[src/rtl/smc_seq.sv]
// smc_seq: streamed per-channel MOSFET current/gm calculator with top-K / bottom-K frame aggregation.
// Optional macro SMC_SEQ_FRAME_CNT_EN adds a 16-bit completed-frame counter output (frame_cnt).
module smc_seq #(
    parameter int N_CH   = 6,
    parameter int K_SEL  = 3,
    parameter int W_BITS = 3,
    parameter int V_BITS = 3,
    parameter int OUT_W  = 10
) (
    input  logic                clk,
    input  logic                rst,
    input  logic                in_valid,
    output logic                in_ready,
    input  logic [1:0]          mode,
    input  logic [W_BITS-1:0]   w,
    input  logic [V_BITS-1:0]   v_gs,
    input  logic [V_BITS-1:0]   v_ds,
    output logic                out_valid,
    output logic [OUT_W-1:0]    out_n,
`ifdef SMC_SEQ_FRAME_CNT_EN
    output logic [15:0]         frame_cnt,
`endif
    output logic [2:0]          o_dbg_state
);

    localparam int VAL_W = W_BITS + 2*V_BITS + 2;
    localparam int SUM_W = VAL_W + $clog2(K_SEL + 1);
    localparam int EXT_W = SUM_W + OUT_W;
    localparam int CNT_W = $clog2(N_CH + 1);
    localparam logic [EXT_W-1:0] OUT_MAX = {{SUM_W{1'b0}}, {OUT_W{1'b1}}};

    // Handshake: a beat is taken on a rising edge where in_valid && in_ready;
    // beats offered while in_ready=0 are dropped, and in_valid may gap mid-frame.
    typedef enum logic [2:0] {
        S_IDLE   = 3'd0,
        S_LOAD   = 3'd1,
        S_DRAIN1 = 3'd2,
        S_DRAIN2 = 3'd3,
        S_OUT    = 3'd4
    } state_t;

    state_t              r_state;
    logic [CNT_W-1:0]    r_cnt;
    logic [1:0]          r_mode;
    logic                r_in_ready;
    logic                r_out_valid;
    logic [OUT_W-1:0]    r_out_n;
    logic [15:0]         r_frame_cnt;

    logic                r_s1_vld;
    logic [VAL_W-1:0]    r_s1_val;
    logic [VAL_W-1:0]    r_list [K_SEL];
    logic [K_SEL-1:0]    r_lvld;

    logic                w_accept;
    logic [1:0]          w_mode_eff;
    logic [VAL_W-1:0]    w_w_ext, w_vov_ext, w_vds_ext;
    logic                w_cutoff, w_triode;
    logic [VAL_W-1:0]    w_i_tri, w_i_sat, w_g_tri, w_g_sat, w_num, w_val;
    logic [K_SEL-1:0]    w_ins;
    logic [VAL_W-1:0]    w_nlist [K_SEL];
    logic [K_SEL-1:0]    w_nvld;
    logic [SUM_W-1:0]    w_sum, w_res;
    logic [EXT_W-1:0]    w_res_ext;
    logic [OUT_W-1:0]    w_out;

    assign w_accept   = in_valid && r_in_ready;
    // mode is only latched on the first beat, so that beat must see the live input
    assign w_mode_eff = (r_state == S_IDLE) ? mode : r_mode;

    assign w_w_ext   = VAL_W'(w);
    assign w_vov_ext = VAL_W'(v_gs - V_BITS'(1));
    assign w_vds_ext = VAL_W'(v_ds);
    assign w_cutoff  = (v_gs <= V_BITS'(1));
    assign w_triode  = (w_vov_ext > w_vds_ext);

    assign w_i_tri = w_w_ext * (((w_vov_ext * w_vds_ext) << 1) - (w_vds_ext * w_vds_ext));
    assign w_i_sat = w_w_ext * w_vov_ext * w_vov_ext;
    assign w_g_tri = (w_w_ext * w_vds_ext) << 1;
    assign w_g_sat = (w_w_ext * w_vov_ext) << 1;
    assign w_num   = w_mode_eff[0] ? (w_triode ? w_i_tri : w_i_sat)
                                   : (w_triode ? w_g_tri : w_g_sat);
    assign w_val   = w_cutoff ? '0 : (w_num / VAL_W'(3));

    always_ff @(posedge clk) begin
        if (rst) begin
            r_s1_vld <= 1'b0;
            r_s1_val <= '0;
        end else begin
            r_s1_vld <= w_accept;
            if (w_accept) r_s1_val <= w_val;
        end
    end

    // Sorted insert: strict compare keeps an earlier equal value ahead of a newcomer.
    always_comb begin
        for (int i = 0; i < K_SEL; i++) begin
            w_ins[i] = !r_lvld[i] ||
                       (r_mode[1] ? (r_s1_val > r_list[i]) : (r_s1_val < r_list[i]));
        end
        w_nlist[0] = w_ins[0] ? r_s1_val : r_list[0];
        w_nvld[0]  = 1'b1;
        for (int i = 1; i < K_SEL; i++) begin
            w_nlist[i] = !w_ins[i] ? r_list[i] : (w_ins[i-1] ? r_list[i-1] : r_s1_val);
            w_nvld[i]  = r_lvld[i] | r_lvld[i-1];
        end
    end

    always_ff @(posedge clk) begin
        if (rst || r_state == S_OUT) begin
            for (int i = 0; i < K_SEL; i++) r_list[i] <= '0;
            r_lvld <= '0;
        end else if (r_s1_vld) begin
            for (int i = 0; i < K_SEL; i++) r_list[i] <= w_nlist[i];
            r_lvld <= w_nvld;
        end
    end

    always_comb begin
        w_sum = '0;
        for (int i = 0; i < K_SEL; i++) w_sum = w_sum + SUM_W'(r_list[i]);
        w_res     = r_mode[0] ? (w_sum / SUM_W'(K_SEL)) : w_sum;
        w_res_ext = EXT_W'(w_res);
        w_out     = (w_res_ext > OUT_MAX) ? {OUT_W{1'b1}} : w_res_ext[OUT_W-1:0];
    end

    always_ff @(posedge clk) begin
        if (rst) begin
            r_state     <= S_IDLE;
            r_cnt       <= '0;
            r_mode      <= 2'b00;
            r_in_ready  <= 1'b1;
            r_out_valid <= 1'b0;
            r_out_n     <= '0;
            r_frame_cnt <= '0;
        end else begin
            r_out_valid <= 1'b0;
            case (r_state)
                S_IDLE: begin
                    if (w_accept) begin
                        r_mode <= mode;
                        r_cnt  <= CNT_W'(1);
                        if (N_CH == 1) begin
                            r_state    <= S_DRAIN1;
                            r_in_ready <= 1'b0;
                        end else begin
                            r_state <= S_LOAD;
                        end
                    end
                end
                S_LOAD: begin
                    if (w_accept) begin
                        r_cnt <= r_cnt + CNT_W'(1);
                        if (r_cnt == CNT_W'(N_CH - 1)) begin
                            r_state    <= S_DRAIN1;
                            r_in_ready <= 1'b0;
                        end
                    end
                end
                S_DRAIN1: r_state <= S_DRAIN2;
                S_DRAIN2: begin
                    r_state     <= S_OUT;
                    r_out_valid <= 1'b1;
                    r_out_n     <= w_out;
                    r_frame_cnt <= r_frame_cnt + 16'd1;
                end
                S_OUT: begin
                    r_state    <= S_IDLE;
                    r_cnt      <= '0;
                    r_in_ready <= 1'b1;
                end
                default: begin
                    r_state    <= S_IDLE;
                    r_cnt      <= '0;
                    r_in_ready <= 1'b1;
                end
            endcase
        end
    end

    assign in_ready    = r_in_ready;
    assign out_valid   = r_out_valid;
    assign out_n       = r_out_n;
    assign o_dbg_state = r_state;
`ifdef SMC_SEQ_FRAME_CNT_EN
    assign frame_cnt   = r_frame_cnt;
`endif

endmodule

[config.mk]
export PLATFORM = sky130hd
export DESIGN_NAME = smc_seq
export DESIGN_NICKNAME = d
export VERILOG_FILES = /design/src/rtl/smc_seq.sv
export SDC_FILE = /design/constraint.sdc
export NUM_CORES = 1
export LEC_CHECK = 0
export CAP_MARGIN = 30
export CORE_UTILIZATION = 59
export DETAILED_ROUTE_END_ITERATION = 8
export PLACE_DENSITY = 0.77
export SLEW_MARGIN = 20
export SYNTH_ARGS = -nofsm -noshare
export SYNTH_HDL_FRONTEND = slang
export SYNTH_SLANG_ARGS = --single-unit
[constraint.sdc]
create_clock -name clk -period 25.9 [get_ports clk]
set_input_delay 7.77 -clock clk [delete_from_list [all_inputs] [get_ports clk]]
set_output_delay 7.77 -clock clk [all_outputs]
set_load 0.03 [all_outputs]
==> qor.csv, run 1 <==
stage,metric,value,unit
clock_network,postCtsSetupRepairBufs,0,
floorplanning,initial_utilization,0.610,
floorplanning,fp.dieArea,0.0171,mm2
synth,synth_area,0.00980,mm2
synth,seq_area_frac_synth,0.161,
worst_setup_path,crit_type,input port to register,
worst_hold_path,hp-class,register to register,
cells_and_area,stdcell_count,1441,
synth,yosysUniqueCellTypes,95,
cells_and_area,layout-drive-gt1-share,0.0555,
timing,whs,0.494,ns
floorplanning,coreArea,0.0161,mm2
worst_setup_path,worst_path_max_delay_cell,clkdlybuf4s50_1,
power,leakagePower,4.68,nW
clock_network,clock_path_buffers,2,
synth,async_flop_share,0,
placement,hpwl,19000,um
drt,vias,9043,
timing,tightest_slew,0.908,ns
worst_setup_path,critPathArrivalTime,19.14,ns
worst_setup_path,cp-end-kind,register,
power,p_clk_frac,0.125,
placement,place.gp.congestion,0.913,
power,p_seq_frac,0.129,
drt,drt_iter0_drc,861,
power,power-per-cell-area,95.9,mW/mm2
drt,vias_per_cell,6.28,
worst_setup_path,worstPathRequired,26.17,ns
worst_setup_path,slowest_delay,0.84,ns
worst_setup_path,cp_max_fo,14,
power,pwr-share-comb,0.747,
placement,io_buffers,28,
timing,rsz0062_at_grt,no,
clock_network,clk_latency,0.35,ns
placement,place_ws,6.78,ns
global_routing,grtUsageTotal,0.297,
drt,ant_nets,0,
worst_setup_path,startpoint_type,input port,
cells_and_area,fillers,1406,
cells_and_area,num-nets-final,1394,
cells_and_area,n_antenna_cell,0,
clock_network,cts_buffers,9,
floorplanning,die_x,131,um
synth,ys_warn_count,0,
timing,fin_worst_skew,0.0111,ns
clock_network,cts_root_buf,clkbuf_16,
synth,synth_flop_cell,dfxtp_1,
placement,place_inst,1425,
timing,maxSlewHeadroom,0.393,
timing,tns,0,ns
job,maxCapViolCount,0,
global_routing,grt_pass1_wl,40200,um
drt,wl,24500,um
floorplanning,die_h,131,um
worst_hold_path,whs_path_depth,2,
power,switching_share,0.510,
clock_network,cts_tree,built,
timing,final-max-slew-violation-count,0,
floorplanning,std_cell_rows,46,
clock_network,cts_hold_repair.buffers,0,
synth,avgSynthCellArea,8.02,um2
synth,synthCells,1223,
clock_network,cts_resized,0,
drt,firstDrtPassIters,6,
drt,drc,0,
timing,timing.final.crit_share,0.728,
power,switchingPower,0.000515,W
cells_and_area,area_growth,7.25,%
clock_network,clk_pin_slew,0.06,ns
power,p_int,0.000493,W
timing,setup_ws,7.03,ns
worst_setup_path,r2r_cells,24,
global_routing,grt_antenna_before_repair,0,
floorplanning,io_pins,29,
clock_network,cts.sinks,64,
timing,min_period,18.87,ns
global_routing,grt_remaining_overflow,0,
synth,synth_edf_count,30,
worst_setup_path,cpMostUsedCell,ha_1,
timing,finalSetupViolations,0,
timing,fmax,53.0,MHz
global_routing,first_global_vias,8554,
timing,hold_viol_final,0,
run_status,status,completed,
drt,routedWlPerCell,17.0,um
clock_network,htreeDepth,3,
synth,syn_nets,1397,
power,peakVddDrop,91.0,uV
global_routing,grt_max_degree,28,
synth,ys_seq_elements,64,
[layout by cell type (no fill, tap or decap), drive strengths merged, types with 25 or more instances in the layout]
master and n:
a21oi 65, clkdlybuf4s50 28, dfxtp 34, edfxtp 30, fa 45, ha 115
inv 106, mux2i 35, nand2 109, nand3 30, nor2 130, nor2b 25
o21ai 70, xnor2 36
[critical path, delay by kind of cell]
kind,cells,cell delay [ns]
fa+ha+maj,12,4.25
compound gates,7,1.49
mux,3,0.76
xor+xnor,2,0.45
simple gates,13,2.91
buf+inv,4,1.48
[metrics by stage]
step | utilization | power, W | cell area (um2)
floorplan | - | 0.000726 | 9800
global placement | 0.635 | 0.000851 | 10200
detailed placement | 0.636 | 0.000868 | 10200
CTS | 0.655 | 0.000996 | 10500
global route | 0.655 | 0.00109 | 10500
finish | 0.655 | 0.00101 | 10500
[logic make-up (layout without fill, tap and decap cells)]
family          Yosys count  count (layout)  synth area share
compound gates          320             320             0.230
flops                    64              64             0.161
fa+ha+maj               161             161             0.240
xor+xnor                 51              51            0.0485
simple gates            429             429             0.212
buf+inv                 156             158            0.0620
mux                      42              42            0.0461
[power groups by stage]
stage / sequential (W) / combinational [W] / clock, W
floorplan: 0.000125 / 0.000601 / 0
global route: 0.000131 / 0.000832 / 0.000131
CTS: 0.000129 / 0.000740 / 0.000127
finish: 0.000130 / 0.000753 / 0.000126
detailed placement: 0.000131 / 0.000736 / 0
global placement: 0.000131 / 0.000720 / 0
[Yosys cell counts (all sizes together) (12+ instances only)]
| library cell | n | area share |
|---|---|---|
| a211oi | 19 | 0.017 |
| a21o | 21 | 0.016 |
| a21oi | 65 | 0.033 |
| and2 | 22 | 0.014 |
| and3 | 20 | 0.013 |
| clkbuf | 41 | 0.016 |
| dfxtp | 34 | 0.069 |
| edfxtp | 30 | 0.092 |
| fa | 45 | 0.092 |
| ha | 115 | 0.15 |
| inv | 103 | 0.039 |
| mux2i | 35 | 0.036 |
| nand2 | 109 | 0.042 |
| nand2b | 17 | 0.012 |
| nand3 | 30 | 0.015 |
| nand4 | 15 | 0.0096 |
| nor2 | 130 | 0.050 |
| nor2b | 25 | 0.017 |
| nor3 | 24 | 0.013 |
| o211ai | 14 | 0.011 |
| o21a | 16 | 0.012 |
| o21ai | 70 | 0.036 |
| o22ai | 13 | 0.0083 |
| or2 | 12 | 0.0079 |
| xnor2 | 36 | 0.034 |
| xor2 | 14 | 0.013 |
[registers in the layout (all words and copies together) (netlist names)]
register	flops
r_list	30
out_n	10
r_s1_val	10
o_dbg_state	3
r_cnt	3
r_lvld	3
r_mode	2
in_ready	1
out_valid	1
r_s1_vld	1
[area by class of cell]
type | count | area, um2 | share of cell area
multi-input combinational | 1003 | 7610 | 0.724
inverter | 104 | 390 | 0.0371
clock inverter | 7 | 77.6 | 0.00738
sequential | 64 | 1580 | 0.150
timing repair buffer | 38 | 355 | 0.0338
tap | 216 | 270 | 0.0257
clock buffer | 9 | 225 | 0.0214
[final timing paths]
kind / to / slack (ns) / startpoint
worst max-delay path: r_s1_val[0] / 7.03 / v_gs[0]
worst min-delay path: out_n[8] / 0.49 / out_n[8]
worst max register to register: out_n[0] / 19.16 / r_list[0][1]
worst min register to register: out_n[8] / 0.49 / out_n[8]
[per-layer routing]
metal,routed length (um),track usage
met3,1260,0.0334
met2,12100,0.538
met4,714,0.109
met1,10400,0.360
met5,0,0
(Power assumes the default switching activity.)
==> inputs of run 2 (changes only) <==
- CORE_UTILIZATION: 59 -> 58
- PLACE_DENSITY: 0.77 -> 0.79
- clock period: 25.9 -> 16 ns (I/O delays scaled with it)
==> run 2 against run 1 <==
Against the previous run: clock power up 68%; critical endpoint unchanged; routed wire length rose by 0.68%; via count fell by 0.41%; largest cell class unchanged; total power up 63%.
==> qor.csv, run 2 (synthesis gave the netlist of run 1 again) <==
stage,metric,value,unit,change
worst_setup_path,startpoint_type,input port,,
power,pwr-share-comb,0.744,,-0.003
drt,vias_per_cell,6.22,,-0.96%
global_routing,first_global_vias,8668,,+1.3%
worst_setup_path,r2r_cells,23,,-4.2%
worst_setup_path,cp_max_fo,11,,-3
drt,wl,24700,um,+0.68%
timing,whs,0.498,ns,+0.00413 ns
cells_and_area,fillers,1399,,-0.50%
worst_setup_path,critPathArrivalTime,15.46,ns,-3.68 ns
power,p_int,0.000809,W,+64%
worst_hold_path,hp-class,register to register,,
timing,fin_worst_skew,0.00841,ns,-0.00271 ns
timing,rsz0062_at_grt,no,,
global_routing,grt_max_degree,28,,unchanged
floorplanning,fp.dieArea,0.0174,mm2,+1.7%
cells_and_area,max_flop_register,r_list,,
global_routing,grt_remaining_overflow,0,,unchanged
global_routing,grtUsageTotal,0.291,,-0.00561
floorplanning,initial_utilization,0.593,,-0.0172
power,peakVddDrop,116,uV,+27%
worst_setup_path,cp-end-kind,register,,
clock_network,htreeDepth,3,,unchanged
drt,vias,9006,,-0.41%
job,maxCapViolCount,0,,unchanged
floorplanning,die_x,132,um,+0.84%
placement,place.gp.congestion,0.940,,+3.0%
clock_network,clk_pin_slew,0.06,ns,about the same
clock_network,cts_buffers,9,,unchanged
clock_network,cts.sinks,64,,unchanged
drt,ant_nets,0,,unchanged
worst_hold_path,whs_path_depth,2,,unchanged
timing,maxSlewHeadroom,0.443,,+0.0504
drt,drt_iter0_drc,520,,-40%
power,p_clk_frac,0.129,,+0.004
run_status,status,completed,,
cells_and_area,layout-drive-gt1-share,0.0594,,+0.00389
floorplanning,std_cell_rows,47,,+2.2%
global_routing,grt_pass1_wl,41600,um,+3.4%
clock_network,cts_resized,0,,unchanged
power,p_seq_frac,0.127,,-0.002
drt,firstDrtPassIters,5,,-1
power,leakagePower,4.70,nW,+0.56%
timing,tns,0,ns,unchanged
timing,final-max-slew-violation-count,0,,unchanged
clock_network,clk_latency,0.34,ns,about the same
worst_setup_path,cpMostUsedCell,ha_1,,
floorplanning,io_pins,29,,unchanged
worst_setup_path,crit_type,input port to register,,
worst_setup_path,worstPathRequired,16.23,ns,-9.94 ns
drt,routedWlPerCell,17.0,um,+0.12%
cells_and_area,area_growth,7.84,%,
drt,drc,0,,unchanged
clock_network,clock_path_buffers,2,,unchanged
power,switching_share,0.507,,-0.00324
timing,fmax,65.6,MHz,
power,p_total,0.00164,W,+63%
floorplanning,coreArea,0.0165,mm2,+2.9%
timing,tightest_slew,0.834,ns,-0.0737 ns
global_routing,grt_antenna_before_repair,0,,unchanged
clock_network,postCtsSetupRepairBufs,0,,unchanged
clock_network,cts_tree,built,,
timing,timing.final.crit_share,0.952,,
cells_and_area,n_antenna_cell,0,,unchanged
placement,io_buffers,28,,unchanged
timing,min_period,15.24,ns,
cells_and_area,largest_reg_flops,30,,unchanged
worst_setup_path,slowest_delay,0.59,ns,-0.25 ns
worst_setup_path,worst_path_max_delay_cell,fa_1,,
placement,placed_area,0.0102,mm2,+0.37%
timing,finalSetupViolations,0,,unchanged
power,power-per-cell-area,155,mW/mm2,+62%
cells_and_area,mostFrequentLayoutCell,nor2_1,,
cells_and_area,layout_common_cells,"nor2_1, ha_1, nand2_1",,
cells_and_area,num-nets-final,1398,,+0.29%
clock_network,cts_root_buf,clkbuf_16,,
placement,hpwl,19100,um,+0.79%
cells_and_area,design_area,0.0106,mm2,+0.55%
timing,hold_viol_final,0,,unchanged
floorplanning,die_h,132,um,+0.84%
clock_network,cts_hold_repair.buffers,0,,unchanged
power,switchingPower,0.000833,W,+62%
run 2: cell count changes in the layout (fill, tap and decap cells not counted), sizes merged:
cell,delta
buf,+4
inv,-1
clkbuf,+1
run 2: cell type report:
cell class | count | area (um2) | area share
clock buffers | 10 | 250 | 0.0237
clock inverters | 6 | 72.6 | 0.00686
inverters | 104 | 390 | 0.0369
multi-input cells | 1003 | 7620 | 0.720
flip-flops and latches | 64 | 1580 | 0.150
well taps | 220 | 275 | 0.0260
repair buffers | 42 | 385 | 0.0365
run 2: worst max-delay path, delay by kind of cell:
family,cells,cell delay (ns)
buffers and inverters,4,1.00
AOI/OAI and AO/OA,7,1.28
and+or+nand+nor,14,2.87
muxes,3,0.72
adders and majority gates,12,4.28
xor gates and xnor gates,2,0.48
run 2: per-layer routing:
layer | part of all wire | global-route usage
met5 | 0 | 0
met4 | 0.027 | 0.106
met3 | 0.051 | 0.0323
met1 | 0.43 | 0.360
met2 | 0.50 | 0.520
run 2: through the flow:
stage	setup slack, ns	utilization	instances
global route	0.107	0.640	1449
global placement	0.805	0.619	1431
floorplan	1.97	-	1223
CTS	0.719	0.640	1449
finish	0.765	0.640	1449
detailed placement	0.349	0.620	1433
run 2: final timing paths:
path           startpoint          end  slack [ns]
max reg2reg  r_list[0][1]     out_n[0]        9.17
min reg2reg      out_n[1]     out_n[1]        0.50
min              out_n[1]     out_n[1]        0.50
max               v_gs[0]  r_s1_val[0]        0.76
run 2: power groups by stage:
stage / Combinational [W] / Clock, W / Sequential, W
after floorplan: 0.000973 / 0 / 0.000202
after global placement: 0.00117 / 0 / 0.000212
after detailed placement: 0.00119 / 0 / 0.000212
after CTS: 0.00120 / 0.000213 / 0.000208
after global routing: 0.00136 / 0.000220 / 0.000211
final: 0.00122 / 0.000212 / 0.000209
